**config.mk**
```make
export PLATFORM = sky130hd
export DESIGN_NAME = ring_counter_arbiter
export DESIGN_NICKNAME = d
export VERILOG_FILES = /design/src/rtl/ring_counter_arbiter.sv
export SDC_FILE = /design/constraint.sdc
export NUM_CORES = 1
export LEC_CHECK = 0
export ABC_AREA = 1
export CAP_MARGIN = 20
export CORE_MARGIN = 8
export CORE_UTILIZATION = 49
export CTS_CLUSTER_SIZE = 25
export DETAILED_ROUTE_END_ITERATION = 8
export PLACE_DENSITY = 0.87
export SLEW_MARGIN = 15
export SYNTH_ARGS = -nofsm -noshare
export SYNTH_HDL_FRONTEND = slang
export SYNTH_SLANG_ARGS = --single-unit
```
**constraint.sdc**
```tcl
create_clock -name clk -period 4.04 [get_ports clk]
set_input_delay 0.404 -clock clk [delete_from_list [all_inputs] [get_ports clk]]
set_output_delay 0.404 -clock clk [all_outputs]
set_load 0.02 [all_outputs]
```
**src/rtl/ring_counter_arbiter.sv**
```systemverilog
// Round-robin sequencer sharing one external ring counter among NUM_REQ requesters.
// Every output is a register, so requests, lengths and done only take effect at the next clock edge.
module ring_counter_arbiter #(
    parameter int NUM_REQ = 4,
    parameter int CNT_W   = 8
) (
    input  logic                       clk,
    input  logic                       rst,
    input  logic [NUM_REQ-1:0]         req_i,
    input  logic [NUM_REQ*CNT_W-1:0]   len_i,
    output logic [NUM_REQ-1:0]         gnt_o,
    output logic [NUM_REQ-1:0]         ack_o,
    output logic                       busy_o,
    output logic                       cnt_clr_o,
    output logic                       cnt_en_o,
    output logic [CNT_W-1:0]           cnt_num_o,
    input  logic                       cnt_done_i
);

    localparam int IDX_W = (NUM_REQ > 1) ? $clog2(NUM_REQ) : 1;

    typedef enum logic [1:0] {
        IDLE  = 2'd0,
        CLEAR = 2'd1,
        RUN   = 2'd2,
        ACK   = 2'd3
    } state_t;

    state_t             state_r;
    logic [IDX_W-1:0]   owner_r;
    logic [IDX_W-1:0]   last_r;
    logic [CNT_W-1:0]   len_q_r;

    logic [IDX_W-1:0]   pick_s;
    logic [CNT_W-1:0]   pick_len_s;
    logic               owner_req_s;

    function automatic logic [NUM_REQ-1:0] onehot(input logic [IDX_W-1:0] idx);
        logic [NUM_REQ-1:0] one;
        one = {{(NUM_REQ-1){1'b0}}, 1'b1};
        return one << idx;
    endfunction

    // Scan last+NUM_REQ down to last+1 so the nearest set bit after last is kept.
    function automatic logic [IDX_W-1:0] rr_pick(input logic [NUM_REQ-1:0] req,
                                                 input logic [IDX_W-1:0] last);
        logic [IDX_W-1:0] pick;
        logic [IDX_W-1:0] idx;
        int               pos;
        pick = last;
        for (int i = NUM_REQ; i >= 1; i--) begin
            pos = (int'(last) + i) % NUM_REQ;
            idx = IDX_W'(pos);
            if (|(req & onehot(idx))) begin
                pick = idx;
            end else begin
                pick = pick;
            end
        end
        return pick;
    endfunction

    // Arbitration winner, its length slice and the owner's live request.
    always_comb begin
        pick_s      = rr_pick(req_i, last_r);
        pick_len_s  = '0;
        owner_req_s = |(req_i & onehot(owner_r));
        for (int k = 0; k < NUM_REQ; k++) begin
            if (IDX_W'(k) == pick_s) begin
                pick_len_s = len_i[k*CNT_W +: CNT_W];
            end else begin
                pick_len_s = pick_len_s;
            end
        end
    end

    // Sequencer FSM; outputs are loaded with the values of the state being entered.
    always_ff @(posedge clk or negedge rst) begin
        if (!rst) begin
            state_r   <= IDLE;
            owner_r   <= '0;
            len_q_r   <= '0;
            last_r    <= IDX_W'(NUM_REQ - 1);
            gnt_o     <= '0;
            ack_o     <= '0;
            busy_o    <= 1'b0;
            cnt_clr_o <= 1'b0;
            cnt_en_o  <= 1'b0;
            cnt_num_o <= '0;
        end else begin
            gnt_o     <= '0;
            ack_o     <= '0;
            busy_o    <= 1'b0;
            cnt_clr_o <= 1'b0;
            cnt_en_o  <= 1'b0;
            cnt_num_o <= '0;
            case (state_r)
                IDLE: begin
                    if (|req_i) begin
                        state_r   <= CLEAR;
                        owner_r   <= pick_s;
                        len_q_r   <= pick_len_s;
                        gnt_o     <= onehot(pick_s);
                        busy_o    <= 1'b1;
                        cnt_clr_o <= 1'b1;
                        cnt_num_o <= pick_len_s;
                    end else begin
                        state_r <= IDLE;
                    end
                end
                CLEAR: begin
                    if (!owner_req_s) begin
                        state_r <= IDLE;
                        last_r  <= owner_r;
                    end else begin
                        state_r   <= RUN;
                        gnt_o     <= onehot(owner_r);
                        busy_o    <= 1'b1;
                        cnt_en_o  <= 1'b1;
                        cnt_num_o <= len_q_r;
                    end
                end
                RUN: begin
                    // Done takes precedence over a withdrawal in the same cycle.
                    if (cnt_done_i) begin
                        state_r   <= ACK;
                        ack_o     <= onehot(owner_r);
                        busy_o    <= 1'b1;
                        cnt_num_o <= len_q_r;
                    end else if (!owner_req_s) begin
                        state_r <= IDLE;
                        last_r  <= owner_r;
                    end else begin
                        state_r   <= RUN;
                        gnt_o     <= onehot(owner_r);
                        busy_o    <= 1'b1;
                        cnt_en_o  <= 1'b1;
                        cnt_num_o <= len_q_r;
                    end
                end
                ACK: begin
                    state_r <= IDLE;
                    last_r  <= owner_r;
                end
                default: begin
                    state_r <= IDLE;
                end
            endcase
        end
    end

endmodule

```
# == Word-level counts from Yosys, hierarchy flattened ==
# Index checks and enable logic that the tools add are counted.
# word_totals
register_bits,33
in_bits,39
out_inout_bits,19
elab_cells,75
# classes
addsub,4
n_eq_ne,7
shift,6
mux,32
bitwise,5
n_reduce_logical,11
# op_table
operator,n
2-to-1 mux 8 bit,7
one-hot mux 8 bit (3 select lines),1
OR reduction 4 bit,6
"<< shifter 1 x 2 -> 4 bit, first input constant",6
AND 4 bit,5
2-to-1 mux 4 bit,5
2-to-1 mux 2 bit,8
one-hot mux 4 bit (3 select lines),1
one-hot mux 2 bit (4 select lines),1
2-to-1 mux 1 bit,6
one-hot mux 2 bit (3 select lines),1
"adder 2 x 1 -> 2 bit, second input constant",2
"adder 2 bit, second input constant",2
"== test 2 bit, first input constant",2
"== test 2 bit, second input constant",2
zero test 2 bit,2
AND reduction 2 bit,2
one-hot mux 1 bit (3 select lines),1
nonzero test 3 bit,1
"== test 1 x 2 -> 1 bit, first input constant",1
"== test 2 x 1 -> 1 bit, second input constant",1
"inequality test 2 bit, second input constant",1
one-hot mux 1 bit (2 select lines),1

# == Logic depth before layout (Yosys ltp) ==
# logic_depth
depth_word,15
ltp_mapped,17
mapped_depth_nobuf,17

# == Least setup slack after synthesis ==
# No wires, ideal clock.
# synth_timing
path_kind,register to register
startpoint,register last_r[0]
endpoint,register cnt_num_o[5]
setup_time_ns,0.138
t_arrival_ns,1.899
t_required_ns,3.902
path_slack_ns,2.003
path_stages_with_launch,16
path_buffers,1
synth_period_minus_slack_ns,2.037
path_cell_list,dfstp_2 -> inv_1 -> ha_1 -> nand2_1 -> nand4_2 -> inv_1 -> nand2_1 -> nand2_2 -> nand2_4 -> inv_4 -> nand2_4 -> buf_6 -> o21ai_1 -> inv_2 -> nand2_1 -> a21oi_2
# synth_via
elab_chain_len,15
elab_cells_between_ends,30
cone_classes,add/sub: 4; eq/ne: 3; shift: 4; mux: 10; bitwise: 4; reduce/logical: 5
# synth_rtl
item,line,rtl
start: declaration,31,logic [IDX_W-1:0] last_r;
start signal: assignment,83,last_r <= IDX_W'(NUM_REQ - 1);
start signal: assignment,114,last_r <= owner_r;
start signal: assignment,132,last_r <= owner_r;
adder 2 x 1 -> 2 bit,52,pos = (int'(last) + i) % NUM_REQ;
<< shifter 1 x 2 -> 4 bit,41,return one << idx;
AND 4 bit,54,if (|(req & onehot(idx))) begin
OR reduction 4 bit,54,
2-to-1 mux 2 bit (3 in series),54,
2-to-1 mux 2 bit (*),54,
zero test 2 bit,69,if (IDX_W'(k) == pick_s) begin
2-to-1 mux 8 bit (3 in series),69,
2-to-1 mux 8 bit (*),69,
2-to-1 mux 8 bit (*),99,if (|req_i) begin
one-hot mux 8 bit (3 select lines) (*),97,case (state_r)
end signal: assignment,106,cnt_num_o <= pick_len_s;
end signal: assignment,120,cnt_num_o <= len_q_r;
end signal: assignment,129,cnt_num_o <= len_q_r;
end: declaration,16,"output logic [CNT_W-1:0] cnt_num_o,"
# Mark *: on every way between the ends. The rest lies on a longest branch, timed or not.
# A chain may end at the register's enable or synchronous reset.

# == Worst setup path after layout ==
# layout_timing
startpoint,register last_r[0]
endpoint,register cnt_num_o[2]
# The elaborated chain is that of the path after synthesis.

==> results list <==
- Flip-flop cell with the highest count after synthesis: sky130_fd_sc_hd__dfrtp_1
* Number of endpoints failing setup at the final stage: 0
- Worst VDD drop: 0.000623 V
- Counting flops with an async set or reset pin after synthesis yields a share of 1.00.
- The number of placed instances, taps included, is 359.
- At the end of routability-driven placement, the weighted congestion stood at 0.900.
- Critical hold path startpoint: len_q_r[6]
- Of all nets on the critical path, the largest fanout is 21.
- The Yosys step of the flow raised 0 warnings.
* Synth Area in XOR/XNOR: 0
- The die covers 6400 um2.
- Initial Utilization: 0.505
- Dividing total power by cell area gives a power density of 844 nW/um2.
- Input and output buffers added on the ports amount to 57.
* Minimum setup slack among reg-to-reg paths: 1.62 ns
- After the flow finishes, the layout carries non-filler instances totaling 367.
- Top cells by area in the synthesized netlist: sky130_fd_sc_hd__dfrtp_1 39%, sky130_fd_sc_hd__nand2_1 17%, sky130_fd_sc_hd__inv_1 6.4%
- Dividing the detail-routed via count by the number of cells gives 4.91.
- Clock Path Buffers: 2
* Post-CTS Resized: 0
- Buffers inserted to repair hold after CTS numbered 0.
* Initial antenna violation count: 0
- The netlist uses 32 different library cells.
* Num Clock Sinks: 33
- Number of flops mapped to enable cells by yosys: 0
- Net count after synthesis: 306
- For this run, the total global-route usage over all layers was measured as 0.157.
- Entering global routing, the biggest net connects 34 pins.
- Layout area overhead: 32.5%
- Setup repair after global routing left no endpoint under its margin.
* Least-Margin Pin Slew: 0.945 ns
- The layout has 322 filler cells.
- The final hold violation count is 0.
- Data arrival time at the worst-slack endpoint: 2.56 ns
- Measured along the x axis, the die boundary spans 80 um.
- Final count of pins violating max slew: 0
* Mean post-synth cell area: 7.78 um2
- Slew margin rel.: 0.368
- In this run, the number of DRC markers left after iteration 0 of detailed routing was 104.
- Worst hold slack after final layout: 0.481 ns
* Hold Crit Depth: 2
* Wire length of the first global-routing pass: 8050 um
* Buffers inserted by post-CTS timing repair: 0
* Sum of negative setup slack: 0 ns
* Worst Path Class, Setup: register to register
- Endpoint of the worst register-to-register path: cnt_num_o[2]
- Of the post-synthesis cell area, the part taken by muxes is 0.
* Compound-cell area share of the yosys netlist: 0.108
- Of the cells placed in the final design, the portion with a size suffix greater than 1 is 0.129.
- TritonCTS built the clock tree.
- CTS Root Buffer Type: sky130_fd_sc_hd__clkbuf_8
- Endpoint, Worst Hold: len_q_r[6]
- STA classifies the critical path endpoint as a register.
* Multi-input combinational cell area: 948 um2
- Biggest area consumer among synthesized cells: sky130_fd_sc_hd__dfrtp_1
- Yosys instantiated no cell more often than sky130_fd_sc_hd__nand2_1.
- Clock Skew: 0.00443 ns
- In the routed design, unresolved DRC markers number 0.
- Total detailed-routing wirelength: 4920 um
- The region available for standard cell placement spans 3970 um2.
* Post-CTS clock slew at the launch and capture registers of the worst setup and hold paths: 0.06 ns
* Dominant combinational cell family by area after synthesis: simple AND/OR/NAND/NOR gates
- Reg2Reg Depth: 14
- In this run the core area contains 23 standard-cell rows.
* Simple-Gate Fraction of Synth Area: 0.309
- Arithmetic-cell share of the synthesized area counting full adders, half adders and majority gates: 0.0561
- The H-tree generated during clock tree synthesis spans 2 levels.
- R2r startpoint: last_r[0]
- Status: finished clean
* Overflow after GRT: 0
- Counting every instance in the synthesized netlist gives 258.
- 0 antenna diodes ended up in the layout.
- Number of routed nets with antenna violations: 0
* Count of pins on the block boundary: 58
- Clock latency at the later pin of the worst-skew pair: 0.29 ns
- For this run, the share of the core covered by cells in the final layout is 0.670.
- From bottom edge to top edge, the die measures 80 um.
- Dividing the final minimum period by the clock period gives 0.598.
- Summing every instance area after synthesis gives 2010 um2.
- Worst Setup Start Kind: register
- The clock period could shrink to 2.42 ns.
* Fraction of synthesized cell area taken by the top area cell type: 0.387
- Clock tree synthesis inserted a total of 5 buffers.
- Reported max-cap violation count: 0
* F_max: 414 MHz
* Detailed-router iteration count before antenna repair: 4
- Routed len/inst: 13.4 um
- Of the synthesized area, sequential elements account for 0.413.
* Post-detailed-placement half-perimeter wirelength: 3760 um
- The net count of the finished layout is 364.
* Commonest cells in the netlist: 92 x sky130_fd_sc_hd__nand2_1, 34 x sky130_fd_sc_hd__inv_1, 31 x sky130_fd_sc_hd__dfrtp_1
- Sequential cell area: 828 um2
* Via count of the first global-routing pass: 1787
- Classification of the worst-slack hold path: register to register
- Synthesis inferred 33 register bits.
- Required time reported for the critical path endpoint: 4.18 ns
- For this design the static power due to leakage is 1.32 nW.
- Count of vias placed by the detailed router: 1803
cells in the final DEF (no fill, tap or decap), drive strengths merged:
master / count
a21oi: 13
a22o: 1
a22oi: 1
buf: 1
clkbuf: 7
clkdlybuf4s50: 57
clkinv: 1
dfrtp: 31
dfstp: 2
ha: 9
inv: 37
nand2: 102
nand3: 8
nand3b: 1
nand4: 2
nor2: 19
nor3: 2
nor4: 1
o211ai: 1
o21ai: 19
o22ai: 1
or2: 1
logic make-up after synthesis:
logic type | after synthesis
compound gates | 36
simple gates | 136
flops | 33
buf+inv | 44
fa+ha+maj | 9
metrics by stage:
step                setup WS (ns)  instance area, um2  total power [W]
floorplan                    2.00                2010          0.00174
global placement             1.54                2560          0.00194
detailed placement           1.49                2560          0.00198
CTS                          1.62                2660          0.00225
global route                 1.37                2660          0.00245
finish                       1.62                2660          0.00224
layer usage:
layer / GRT usage / part of all wire / vias to the layer above / wire length, um
met2: 0.255 / 0.49 / 75 / 2420
met4: 0.0782 / 0.022 / 0 / 110
met3: 0.0405 / 0.076 / 10 / 373
met5: 0 / 0 / - / 0
met1: 0.186 / 0.41 / 809 / 2020
li1: - / - / 909 / -
how the worst max path moves through the flow:
stage | start | end | slack, ns | cells past startpoint
after CTS | last_r[0] | cnt_num_o[2] | 1.62 | 14
final | last_r[0] | cnt_num_o[2] | 1.62 | 14
after floorplan | last_r[0] | cnt_num_o[5] | 2.00 | 15
after global placement | req_i[0] | owner_r[0] | 1.54 | 6
after global routing | last_r[0] | cnt_num_o[7] | 1.37 | 17
after detailed placement | req_i[0] | owner_r[0] | 1.49 | 6
registers in the layout, indices dropped and copies added (netlist names):
register   cells
cnt_clr_o      1
gnt_o          4
owner_r        2
last_r         2
len_q_r        8
cnt_num_o      8
state_r        2
cnt_en_o       1
busy_o         1
ack_o          4
critical path, stage by stage (launching register included):
cell and delay [ns]:
sky130_fd_sc_hd__dfstp_2 0.60, sky130_fd_sc_hd__inv_1 0.11, sky130_fd_sc_hd__ha_1 0.25, sky130_fd_sc_hd__nand2_1 0.07, sky130_fd_sc_hd__nand2_1 0.06, sky130_fd_sc_hd__nor2_2 0.17, sky130_fd_sc_hd__nor2_1 0.07, sky130_fd_sc_hd__nor2_2 0.09
sky130_fd_sc_hd__nand2_2 0.07, sky130_fd_sc_hd__nand2_4 0.22, sky130_fd_sc_hd__nand2_4 0.17, sky130_fd_sc_hd__o21ai_0 0.18, sky130_fd_sc_hd__inv_1 0.05, sky130_fd_sc_hd__nand2_1 0.09, sky130_fd_sc_hd__a21oi_2 0.06
cell type report:
cell class,count,share of cell area
clock buffer,7,0.0362
sequential,33,0.311
timing repair buffer,58,0.217
tap,50,0.0235
inverter,37,0.0532
multi-input combinational,181,0.357
clock inverter,1,0.00188
report_power, final:
group	internal (W)	total (W)	leakage [nW]	switching (W)
registers	0.000476	0.000553	0.419	0.0000769
logic	0.000517	0.00142	0.849	0.000904
clock network	0.000154	0.000271	0.0542	0.000117
total	0.00115	0.00224	1.32	0.00110
Note: power is estimated with default switching activity, not from simulation.
